### src/rtl/memory_arbiter.sv
// Round-robin arbiter sharing one memory_bus port between two requesters.
// One transaction at a time, registered bus side, per-transaction timeout.
module memory_arbiter #(
  parameter int unsigned ADDR_WIDTH     = 16,
  parameter int unsigned TIMEOUT_CYCLES = 1023
) (
  input  logic                  clk,
  input  logic                  reset,
  input  logic                  m0_bus_enable,
  input  logic                  m0_write_enable,
  input  logic [ADDR_WIDTH-1:0] m0_address,
  input  logic [31:0]           m0_data_in,
  input  logic [3:0]            m0_write_mask,
  output logic [31:0]           m0_data_read,
  output logic                  m0_data_ready,
  input  logic                  m1_bus_enable,
  input  logic                  m1_write_enable,
  input  logic [ADDR_WIDTH-1:0] m1_address,
  input  logic [31:0]           m1_data_in,
  input  logic [3:0]            m1_write_mask,
  output logic [31:0]           m1_data_read,
  output logic                  m1_data_ready,
  output logic                  bus_enable,
  output logic                  bus_write_enable,
  output logic [ADDR_WIDTH-1:0] bus_address,
  output logic [31:0]           bus_data_out,
  output logic [3:0]            bus_write_mask,
  input  logic [31:0]           bus_data_read,
  input  logic                  bus_data_ready,
  output logic [1:0]            grant,
  output logic                  timeout_error
);

  localparam int unsigned CNT_W      = (TIMEOUT_CYCLES > 0) ? $clog2(TIMEOUT_CYCLES + 1) : 1;
  localparam logic [31:0] ABORT_DATA = 32'hdeadbeef;

  typedef enum logic [1:0] {
    IDLE     = 2'd0,
    ISSUE    = 2'd1,
    COMPLETE = 2'd2
  } state_t;

  state_t                  state_q, state_d;
  logic                    owner_q, owner_d;
  logic                    last_q, last_d;
  logic                    abort_q, abort_d;
  logic [CNT_W-1:0]        cnt_q, cnt_d;
  logic [1:0]              ready_q, ready_d;
  logic [1:0][31:0]        rdata_q, rdata_d;
  logic                    bus_en_d, bus_we_d;
  logic [ADDR_WIDTH-1:0]   bus_addr_d;
  logic [31:0]             bus_dout_d;
  logic [3:0]              bus_mask_d;
  logic [1:0]              grant_d;
  logic                    terr_d;

  logic [1:0] req_c;
  logic       pick_c, owner_req_c, abort_c, timeout_c, start_c, done_c;

  // Tie goes to whoever did not own the previous transaction.
  assign req_c       = {m1_bus_enable, m0_bus_enable};
  assign pick_c      = (req_c == 2'b11) ? ~last_q : req_c[1];
  assign owner_req_c = req_c[owner_q];
  assign abort_c     = abort_q | ~owner_req_c;
  assign timeout_c   = (TIMEOUT_CYCLES != 0) && ((32'(cnt_q) + 32'd1) == TIMEOUT_CYCLES);
  assign start_c     = ~bus_data_ready & (req_c != 2'b00);
  assign done_c      = bus_data_ready | timeout_c;

  assign m0_data_ready = ready_q[0];
  assign m1_data_ready = ready_q[1];
  assign m0_data_read  = rdata_q[0];
  assign m1_data_read  = rdata_q[1];

  always_ff @(posedge clk or posedge reset) begin
    if (reset) begin
      state_q          <= IDLE;
      owner_q          <= 1'b0;
      last_q           <= 1'b1;
      abort_q          <= 1'b0;
      cnt_q            <= '0;
      ready_q          <= '0;
      rdata_q          <= '0;
      bus_enable       <= 1'b0;
      bus_write_enable <= 1'b0;
      bus_address      <= '0;
      bus_data_out     <= '0;
      bus_write_mask   <= '0;
      grant            <= '0;
      timeout_error    <= 1'b0;
    end else begin
      state_q          <= state_d;
      owner_q          <= owner_d;
      last_q           <= last_d;
      abort_q          <= abort_d;
      cnt_q            <= cnt_d;
      ready_q          <= ready_d;
      rdata_q          <= rdata_d;
      bus_enable       <= bus_en_d;
      bus_write_enable <= bus_we_d;
      bus_address      <= bus_addr_d;
      bus_data_out     <= bus_dout_d;
      bus_write_mask   <= bus_mask_d;
      grant            <= grant_d;
      timeout_error    <= terr_d;
    end
  end

  // An aborted transaction skips COMPLETE: nobody is waiting for the result.
  always_comb begin
    state_d = state_q;
    case (state_q)
      IDLE:     if (start_c) state_d = ISSUE;
      ISSUE:    if (done_c) state_d = abort_c ? IDLE : COMPLETE;
      COMPLETE: if (!owner_req_c) state_d = IDLE;
      default:  state_d = IDLE;
    endcase
  end

  always_comb begin
    owner_d    = owner_q;
    last_d     = last_q;
    abort_d    = abort_q;
    cnt_d      = cnt_q;
    ready_d    = ready_q;
    rdata_d    = rdata_q;
    bus_en_d   = bus_enable;
    bus_we_d   = bus_write_enable;
    bus_addr_d = bus_address;
    bus_dout_d = bus_data_out;
    bus_mask_d = bus_write_mask;
    grant_d    = grant;
    terr_d     = timeout_error;
    case (state_q)
      IDLE: begin
        if (start_c) begin
          owner_d    = pick_c;
          abort_d    = 1'b0;
          cnt_d      = '0;
          bus_en_d   = 1'b1;
          grant_d    = pick_c ? 2'b10 : 2'b01;
          bus_we_d   = pick_c ? m1_write_enable : m0_write_enable;
          bus_addr_d = pick_c ? m1_address      : m0_address;
          bus_dout_d = pick_c ? m1_data_in      : m0_data_in;
          bus_mask_d = pick_c ? m1_write_mask   : m0_write_mask;
        end
      end
      ISSUE: begin
        abort_d = abort_c;
        if (32'(cnt_q) != TIMEOUT_CYCLES) cnt_d = cnt_q + CNT_W'(1);
        if (done_c) begin
          bus_en_d = 1'b0;
          bus_we_d = 1'b0;
          if (!bus_data_ready) terr_d = 1'b1;
          if (abort_c) begin
            grant_d = '0;
            last_d  = owner_q;
          end else begin
            ready_d[owner_q] = 1'b1;
            rdata_d[owner_q] = bus_data_ready ? bus_data_read : ABORT_DATA;
          end
        end
      end
      COMPLETE: begin
        if (!owner_req_c) begin
          ready_d[owner_q] = 1'b0;
          grant_d          = '0;
          last_d           = owner_q;
        end
      end
      default: ;
    endcase
  end

endmodule

### config.mk
export PLATFORM = sky130hd
export DESIGN_NAME = memory_arbiter
export DESIGN_NICKNAME = d
export VERILOG_FILES = /design/src/rtl/memory_arbiter.sv
export SDC_FILE = /design/constraint.sdc
export NUM_CORES = 1
export LEC_CHECK = 0
export ABC_AREA = 1
export BUFFER_PORTS_ARGS = -buffer_cell sky130_fd_sc_hd__buf_2
export CAP_MARGIN = 20
export CELL_PAD_IN_SITES_DETAIL_PLACEMENT = 1
export CELL_PAD_IN_SITES_GLOBAL_PLACEMENT = 1
export CORE_MARGIN = 5
export CORE_UTILIZATION = 36
export CTS_CLUSTER_DIAMETER = 120
export DETAILED_ROUTE_END_ITERATION = 7
export PLACE_DENSITY_LB_ADDON = 0.12
export SYNTH_ARGS = -nofsm -noshare
export SYNTH_HDL_FRONTEND = slang
export SYNTH_SLANG_ARGS = --single-unit
### constraint.sdc
create_clock -name clk -period 8.1 [get_ports clk]
set_input_delay 0.81 -clock clk [delete_from_list [all_inputs] [get_ports clk]]
set_output_delay 0.81 -clock clk [all_outputs]
set_load 0.005 [all_outputs]
==> qor.txt, run 1 <==
status: finished clean
DRT iter0 DRCs: 178
clock slew at reported path FFs: 0.06 ns
clock insertion delay at the later pin of the skew report: 0.41 ns
final setup fails: 0
hold-fix buffers at CTS: 0
slowest stage cell, crit path: nand3_2
Post-Syn Nets: 906
largest family of logic cells by synthesized area: simple AND/OR/NAND/NOR gates
#FFs+latches synth: 138
min Tclk post-route: 3.22 ns
setup tns final: 0 ns
final setup margin: 4.88 ns
Core ar.: 0.0171 mm²
pre-CTS setup slack: 4.77 ns
largest net degree at the start of global routing: 71
Layout area overhead: 33.3%
row count: 48
crit-path max cell delay: 0.72 ns
MaxCap Viol Count: 0
synthesized instance count: 757
DR WL/cell: 16.6 µm
first-pass GRT wire length: 33900 µm
multi-input logic area: 0.00245 mm²
final wirelength: 20700 µm
DRT Pass-1 Iters: 4
post-cts gate resize count: 0
TritonCTS clock tree: built
die area: 0.0200 mm²
Synth Area in Compound Gates: 11.7%
slew at the pin with the worst max-slew slack: 0.936 ns
Worst setup SP type: register
leak pwr: 4.41 nW
antenna-violating nets left: 0
Final Hold Fails: 0
sequential fraction of the synthesis area: 55.5%
Final Power: 2.93 mW
Pins Over Slew Limit: 0
H-tree Lvls: 4
hpwl dp: 15000 µm
CP Data Arrival Time: 3.56 ns
Crit Path Category: reg2reg
I/O pin cnt: 266
Synth Warn #: 0
Netlist cell types: 28
DP Area: 0.00768 mm²
Cell Area, Synth: 0.00622 mm²
layout cell share with drive strength beyond 1: 33.6%
port bufs: 265
Hold WC Path Type: reg2reg
Clock Tree Root: clkbuf_16
TritonCTS buffer count: 17
die width: 141 µm
CP endpoint kind: register
post-layout instance area: 0.00829 mm²
Inst Count DP: 1212
post-synthesis xor/xnor area fraction: 0%
DRC: 0
Filler cells: 2170
initial antenna violation count: 3
vias in the first global route: 6416
CTS max path bufs: 2
pwr/cell area: 354 mW/mm²
syn avg cell area: 8.22 µm²
GR Util All Layers: 21.1%
maximum VDD drop: 0.000165 V
worst path cell trace: ha_1, nand3_1, inv_1, nand3_1, nand2_1, nor2_1, nand3_2, nand2_2, nand3_2, clkinv_2, nand2_1, nand2_1
adder-cell area share of the yosys netlist: 1.21%
Congestion Overflow GR: 0
area share of and/or/nand/nor cells after synthesis: 26.2%
Vias per Instance: 4.73
clock sinks: 138
Initial Util: 36.3%
Tcrit/Tclk final: 39.8%
critical path required time: 8.44 ns
vias after detailed routing: 5903
Max-slew headroom: 37.5%
Clock Skew: 0.00864 ns
Register Area: 0.00345 mm²
post-CTS setup buffers: 0
die height: 141 µm
routability cong.: 0.762
Finished Layout Cells: 1247
crit-path max FO: 41
fmax: 0.311 GHz
setup slack, reg-to-reg: 4.88 ns
mux cell area share after synthesis: 0.181%
RSZ-0062 raised after global routing: no
CP dominant cell by count: nand2_1
Layout Nets: 1155
==> stage by stage <==
step / util (%) / hold slack (ns)
after detailed placement: 44.9 / 0.456
after global routing: 48.4 / 0.485
after floorplan: - / 0.442
final: 48.4 / 0.464
after global placement: 44.9 / 0.454
after CTS: 48.4 / 0.464
==> synth_stat cells, drive strengths merged <==
cell type  instances  area, µm²
o21bai             1       7.51
o31ai              1       7.51
clkbuf            25       93.8
or2               25        156
inv               31        116
nor2              66        258
dfrtp            137       3430
buf               15       97.6
o21ai            135        676
ha                 6       75.1
nand4             10       62.6
a21oi              2       21.3
mux2               1       11.3
nand2            280       1050
clkinv             2       10.0
o22ai              3       18.8
nand3             16        100
dfstp              1       26.3
==> path summary, 6_finish.rpt <==
kind | startpoint | to | depth (start not counted)
max in group asynchronous | reset | m0_data_read[1] | 3
worst max-delay path | cnt_q[0] | m1_data_read[10] | 12
worst max register to register | cnt_q[0] | m1_data_read[10] | 12
worst min register to register | last_q | last_q | 2
min in group asynchronous | reset | bus_address[15] | 2
worst min-delay path | last_q | last_q | 2
==> cells by family (layout without fill, tap and decap cells) <==
family                     after synthesis  count (layout)
and+or+nand+nor                        397             397
muxes                                    1               1
other                                    0               3
buffers and inverters                   73             335
adders and majority gates                6               6
DFF                                    138             138
AOI/OAI and AO/OA                      142             142
==> cell type report <==
class | count | area share [%]
Clock inverter | 14 | 2.05
Tap cell | 225 | 3.40
Timing Repair Buffer | 270 | 16.5
Inverter | 33 | 1.58
Multi-Input combinational cell | 546 | 29.6
Sequential cell | 138 | 41.7
Antenna cell | 3 | 0.0906
Clock buffer | 18 | 5.18
==> critical path, delay by kind of cell, from the launching register on <==
kind | cells | cell delay [ns]
AND/OR/NAND/NOR | 9 | 1.74
buffers and inverters | 2 | 0.70
flip-flops | 1 | 0.44
adder cells (fa/ha/maj) | 1 | 0.27
==> sequential cells by signal (all words and copies together) (netlist names), named ones only <==
signal            count
bus_enable            1
bus_data_out         32
bus_address          16
owner_q               1
bus_write_enable      1
cnt_q                10
grant                 2
abort_q               1
m0_data_read         32
m1_data_read         32
timeout_error         1
state_q               2
last_q                1
bus_write_mask        4
==> cell usage in the layout (no fill, tap or decap), types with 6 or more instances in the layout <==
cell,count
buf_2,265
clkbuf_16,17
clkinv_2,6
dfrtp_1,137
ha_1,6
inv_1,27
nand2_1,277
nand3_1,12
nand4_1,10
nor2_1,64
o21ai_0,118
o21ai_1,17
or2_2,24
==> power breakdown <==
part | switching, mW | leakage, nW | internal, mW
Combinational | 0.555 | 2.39 | 0.408
Clock | 0.302 | 0.294 | 0.486
Sequential | 0.183 | 1.73 | 0.998
Total | 1.04 | 4.41 | 1.89
==> layer usage <==
metal | vias up | GRT usage, % | wire length, µm
li1 | 2918 | - | -
met1 | 2787 | 25.7 | 8590
met2 | 174 | 35.1 | 10000
met3 | 24 | 7.31 | 1660
met4 | 0 | 7.42 | 464
met5 | - | 0 | 0
Power figures use the tool's default switching activity.
==> run 2: changes to the inputs <==
- CORE_UTILIZATION: 36 -> 34
- clock period: 8.1 -> 3.1 ns (I/O delays scaled with it)
==> run 2 against run 1 <==
Compared with the run above: maximum frequency is 29% higher; combinational power grew to 2.7 times the previous value; power grew to 2.7 times the previous value; via count is 0.97% higher.
==> qor.txt, run 2 (same netlist as run 1, synthesis figures left out) <==
commonest non-fill, non-tap cells in the layout: 277 x nand2_1, 265 x buf_2, 137 x dfrtp_1
Congestion Overflow GR: 0 (unchanged)
Clock Tree Root: clkbuf_16
grt met1 use: 24.3% (-1.3 points)
DRT iter0 DRCs: 251 (+41%)
fmax: 0.402 GHz (+29%)
R2R depth: 13 (+1)
first-pass GRT wire length: 34100 µm (+0.71%)
CTS max path bufs: 2 (unchanged)
clock sinks: 138 (unchanged)
Hold WC Path Type: in2async
port bufs: 265 (unchanged)
Tcrit/Tclk final: 80.3% (+41 points)
maximum VDD drop: 0.000397 V (+140%)
hold-fix buffers at CTS: 0 (unchanged)
Net Sw Power: 2.71 mW (+160%)
Max-slew headroom: 46.7% (+9.2 points)
CP Data Arrival Time: 2.79 ns (-0.77 ns)
slew at the pin with the worst max-slew slack: 0.800 ns (-0.137 ns)
routability cong.: 0.782 (+2.7%)
die height: 145 µm (+2.7%)
met3 usage: 8.01% (+0.70 points)
Clock Skew: 0.0123 ns (+0.00361 ns)
final setup fails: 0 (unchanged)
RSZ-0062 raised after global routing: no
min Tclk post-route: 2.49 ns (-0.731 ns)
DP Area: 0.00774 mm² (+0.70%)
multi-input logic area: 0.00245 mm² (unchanged)
TritonCTS clock tree: built
layout cell share with drive strength beyond 1: 33.8% (+0.23 points)
most common cell after layout, fill and taps aside: nand2_1
Filler cells: 2263 (+4.3%)
clock insertion delay at the later pin of the skew report: 0.41 ns (about the same)
Vias per Instance: 4.76 (+0.48%)
post-layout instance area: 0.00839 mm² (+1.2%)
met2 Use GR: 32.2% (-2.8 points)
Layout area overhead: 34.9%
critical path required time: 3.40 ns (-5.04 ns)
# diodes: 0 (-3)
Worst setup SP type: register
crit-path max FO: 24 (-41%)
DRC: 0 (unchanged)
post-cts gate resize count: 0 (unchanged)
vias in the first global route: 6183 (-3.6%)
hpwl dp: 15100 µm (+0.53%)
Int Power: 5.17 mW (+170%)
Initial Util: 34.6% (-1.7 points)
Register Area: 0.00345 mm² (unchanged)
TritonCTS buffer count: 17 (unchanged)
Gate power share: 32.5% (-0.3 points)
leak pwr: 4.46 nW (+1.1%)
GR Util All Layers: 19.9% (-1.3 points)
Core ar.: 0.0180 mm² (+4.9%)
Clk pwr share: 28.6% (+1.7 points)
status: finished clean
Crit Path Category: reg2reg
die area: 0.0211 mm² (+5.5%)
CP endpoint kind: register
DR WL/cell: 16.9 µm (+1.8%)
fin util: 46.7% (-1.7 points)
power share of the sequential group: 38.9% (-1.4 points)
clock slew at reported path FFs: 0.06 ns (about the same)
row count: 49 (+2.1%)
vias after detailed routing: 5960 (+0.97%)
die width: 145 µm (+2.7%)
Final Hold Fails: 0 (unchanged)
final wirelength: 21200 µm (+2.3%)
Layout Nets: 1160 (+0.43%)
H-tree Lvls: 4 (unchanged)
antenna-violating nets left: 0 (unchanged)
MaxCap Viol Count: 0 (unchanged)
I/O pin cnt: 266 (unchanged)
Pins Over Slew Limit: 0 (unchanged)
initial antenna violation count: 1 (-2)
setup tns final: 0 ns (unchanged)
DRT Pass-1 Iters: 4 (unchanged)
GR peak layer: met2
switching part of the total: 34.4% (-1.1 points)
largest net degree at the start of global routing: 139 (+96%)
pwr/cell area: 939 mW/mm² (+170%)
post-CTS setup buffers: 0 (unchanged)
-- run 2: changes by cell type in the layout (fill, tap and decap cells not counted), sizes merged --
cell / change
clkinvlp: +2
inv: -2
clkinv: -5
bufinv: +2
buf: +5
diode: -3
clkbuf: +3
-- run 2: path summary, 6_finish.rpt --
check	from	endpoint	slack, ns
min	reset	bus_address[3]	0.09
max in group asynchronous	reset	cnt_q[0]	2.39
max	cnt_q[0]	m0_data_read[1]	0.61
max reg2reg	cnt_q[0]	m0_data_read[1]	0.61
min in group clk	m1_address[5]	bus_address[5]	0.18
min reg2reg	last_q	last_q	0.47
-- run 2: layer usage --
layer  share of wire [%]  wire length (µm)
met1                  42              8990
met2                  47             10000
met3                 8.8              1860
met4                 1.7               366
met5               0.033                 7
-- run 2: cell type report --
cell class                 instances  share of cell area [%]
clock buffer                      21                    5.49
clock inverter                    11                    2.30
inverter                          33                    1.55
timing repair buffer             275                    16.9
multi-input combinational        546                    29.2
tap                              229                    3.41
sequential                       138                    41.2
-- run 2: power groups by stage --
stage	registers, mW	clock network [mW]	logic [mW]
finish	3.06	2.25	2.56
global route	3.17	2.38	2.94
detailed placement	3.09	0	2.62
CTS	3.08	2.30	2.64
global placement	3.06	0	2.59
floorplan	3.11	0	1.19
-- run 2: through the flow --
stage | power, mW | setup slack (ns) | cells | hold WS (ns)
final | 7.88 | 0.610 | 1253 | 0.0919
after global routing | 8.49 | 0.265 | 1253 | 0.171
after CTS | 8.02 | 0.550 | 1253 | 0.158
after detailed placement | 5.72 | 0.592 | 1221 | 0.459
after global placement | 5.65 | 0.708 | 1221 | 0.458
after floorplan | 4.30 | 1.07 | 757 | 0.442
-- run 2: critical path: stages (launching register included) --
cell,delay (ns)
dfrtp_1,0.43
ha_1,0.25
nand3_1,0.17
o21ai_0,0.19
nand2_1,0.09
nand2_1,0.08
nor2_2,0.04
nand3_2,0.13
nand2_2,0.08
nand3_2,0.10
buf_4,0.23
clkinv_2,0.35
nand2_1,0.16
nand2_1,0.06
==> run 3: changes to the inputs <==
- CORE_UTILIZATION: 34 -> 31
- clock period: 3.1 -> 2 ns (I/O delays scaled with it)
==> run 3 against run 2 <==
Compared with the run above: power rose by 58%; combinational power rose by 74%; critical path type unchanged; critical endpoint is now m0_data_read[22]; hold slack got worse by 0.035 ns; largest power group unchanged.
==> qor.txt, run 3 (same netlist as run 1, synthesis figures left out) <==
post-layout instance area: 0.00898 mm² (+7.1%)
crit-path max FO: 7 (-71%)
status: finished clean
final setup margin: 0.0526 ns (-0.558 ns)
Worst setup SP type: register
Clock Skew: 0.00790 ns (-0.00435 ns)
DR WL/cell: 17.3 µm (+2.4%)
RSZ-0062 raised after global routing: yes
Clock Tree Root: clkbuf_16
Vias per Instance: 4.64 (-2.5%)
power share of the sequential group: 39.0% (about the same)
maximum VDD drop: 0.000604 V (+52%)
Filler cells: 2376 (+5.0%)
CTS max path bufs: 2 (unchanged)
DRT iter0 DRCs: 181 (-28%)
row count: 51 (+4.1%)
critical path required time: 2.31 ns (-1.09 ns)
hpwl dp: 16400 µm (+9.0%)
Net Sw Power: 4.54 mW (+68%)
MaxCap Viol Count: 0 (unchanged)
slew at the pin with the worst max-slew slack: 0.670 ns (-0.130 ns)
routability cong.: 0.775 (-0.93%)
Gate power share: 35.8% (+3.3 points)
pwr/cell area: 1390 mW/mm² (+48%)
first-pass GRT wire length: 34700 µm (+1.7%)
setup tns final: 0 ns (unchanged)
initial antenna violation count: 1 (unchanged)
leak pwr: 4.63 nW (+3.8%)
clock insertion delay at the later pin of the skew report: 0.42 ns (about the same)
Int Power: 7.91 mW (+53%)
vias after detailed routing: 6097 (+2.3%)
Initial Util: 31.7% (-2.9 points)
final wirelength: 22800 µm (+7.4%)
Core ar.: 0.0196 mm² (+9.1%)
H-tree Lvls: 4 (unchanged)
clock sinks: 138 (unchanged)
DP Area: 0.00798 mm² (+3.1%)
Congestion Overflow GR: 0 (unchanged)
vias in the first global route: 6531 (+5.6%)
CP Data Arrival Time: 2.25 ns (-0.54 ns)
final setup fails: 0 (unchanged)
Crit Path Category: reg2reg
largest net degree at the start of global routing: 55 (-60%)
Final Hold Fails: 0 (unchanged)
switching part of the total: 36.5% (+2.1 points)
GR Util All Layers: 19.4% (-0.44 points)
I/O pin cnt: 266 (unchanged)
most common cell after layout, fill and taps aside: buf_2
commonest non-fill, non-tap cells in the layout: 265 x buf_2, 237 x nand2_1, 136 x dfrtp_1
port bufs: 265 (unchanged)
die area: 0.0230 mm² (+9.0%)
Hold WC Path Type: in2reg
DRT Pass-1 Iters: 8 (+4)
Pins Over Slew Limit: 0 (unchanged)
layout cell share with drive strength beyond 1: 40.1% (+6.3 points)
Tcrit/Tclk final: 97.4% (+17 points)
# diodes: 0 (unchanged)
die height: 152 µm (+4.4%)
Layout Nets: 1185 (+2.2%)
pre-CTS setup slack: 0.0115 ns (-0.580 ns)
Layout area overhead: 44.5%
die width: 152 µm (+4.4%)
Final Power: 12.5 mW (+58%)
Max-slew headroom: 55.3% (+8.6 points)
CP endpoint kind: register
DRC: 0 (unchanged)
TritonCTS buffer count: 17 (unchanged)
TritonCTS clock tree: built
min Tclk post-route: 1.95 ns (-0.542 ns)
Clk pwr share: 25.1% (-3.5 points)
clock slew at reported path FFs: 0.06 ns (about the same)
fmax: 0.513 GHz (+28%)
antenna-violating nets left: 0 (unchanged)
## run 3: cell count changes in the layout (fill, tap and decap cells not counted), moves of 4 or more
cell,before,now
nand2_2,3,27
nand2_4,0,16
buf_6,0,4
buf_12,1,9
buf_4,9,17
nand2_1,277,237
## run 3: final timing paths
kind	start	end	slack, ns	cells past startpoint
max	cnt_q[1]	m0_data_read[22]	0.05	14
min	m1_write_mask[2]	bus_write_mask[2]	0.06	3
max reg2reg	cnt_q[1]	m0_data_read[22]	0.05	14
min reg2reg	last_q	last_q	0.47	2
max in group asynchronous	reset	bus_address[15]	0.91	4
min in group asynchronous	reset	bus_data_out[17]	0.42	3
## run 3: area by class of cell
type	instances	area, µm²	share of cell area [%]
Tap cell	265	332	3.69
Timing Repair inverter	1	8.76	0.0975
Clock inverter	14	149	1.66
Clock buffer	18	429	4.78
Inverter	33	143	1.59
Timing Repair Buffer	299	1760	19.6
Multi-Input combinational cell	546	2700	30.1
Sequential cell	138	3460	38.5
## run 3: routing by layer
layer | share of wire [%] | up-vias | GRT usage (%)
li1 | - | 2982 | -
met2 | 47 | 201 | 30.9
met4 | 1.1 | 2 | 5.44
met3 | 9.8 | 18 | 8.57
met1 | 42 | 2894 | 24.1
met5 | 0.088 | - | 0
## run 3: critical path: stages, from the launching register on
cell and delay (ns):
dfrtp_1 0.40, buf_6 0.14, nand3_4 0.09, nor2_4 0.19, nand2_1 0.07, nand2_1 0.08, nand2_2 0.07, nor2_4 0.10
nand3_4 0.09, nand2_4 0.08, nand3_4 0.08, buf_12 0.16, clkbuf_16 0.18, nand2_2 0.05, o21ai_1 0.05
## run 3: metrics by stage
step	util (%)	instances	hold WS (ns)
2_1_floorplan	-	757	0.369
3_3_place_gp	40.7	1275	0.324
3_5_place_dp	40.7	1275	0.331
4_1_cts	43.7	1308	0.0401
5_1_grt	45.9	1314	0.0479
6_report	45.9	1314	0.0570
## run 3: power groups by stage
stage / Sequential (mW) / Combinational, mW / Clock [mW]
floorplan: 4.82 / 1.85 / 0
CTS: 4.78 / 4.24 / 3.23
global route: 5.03 / 5.08 / 3.36
detailed placement: 4.78 / 4.24 / 0
global placement: 4.78 / 4.13 / 0
finish: 4.86 / 4.46 / 3.13
## run 3: timing repair
action                     in CTS  in global routing
gates resized for setup         0                 89
setup endpoints to repair       0                 83
hold buffers                    1                  0
hold endpoints to repair       22                  0
buffers inserted                0                  1
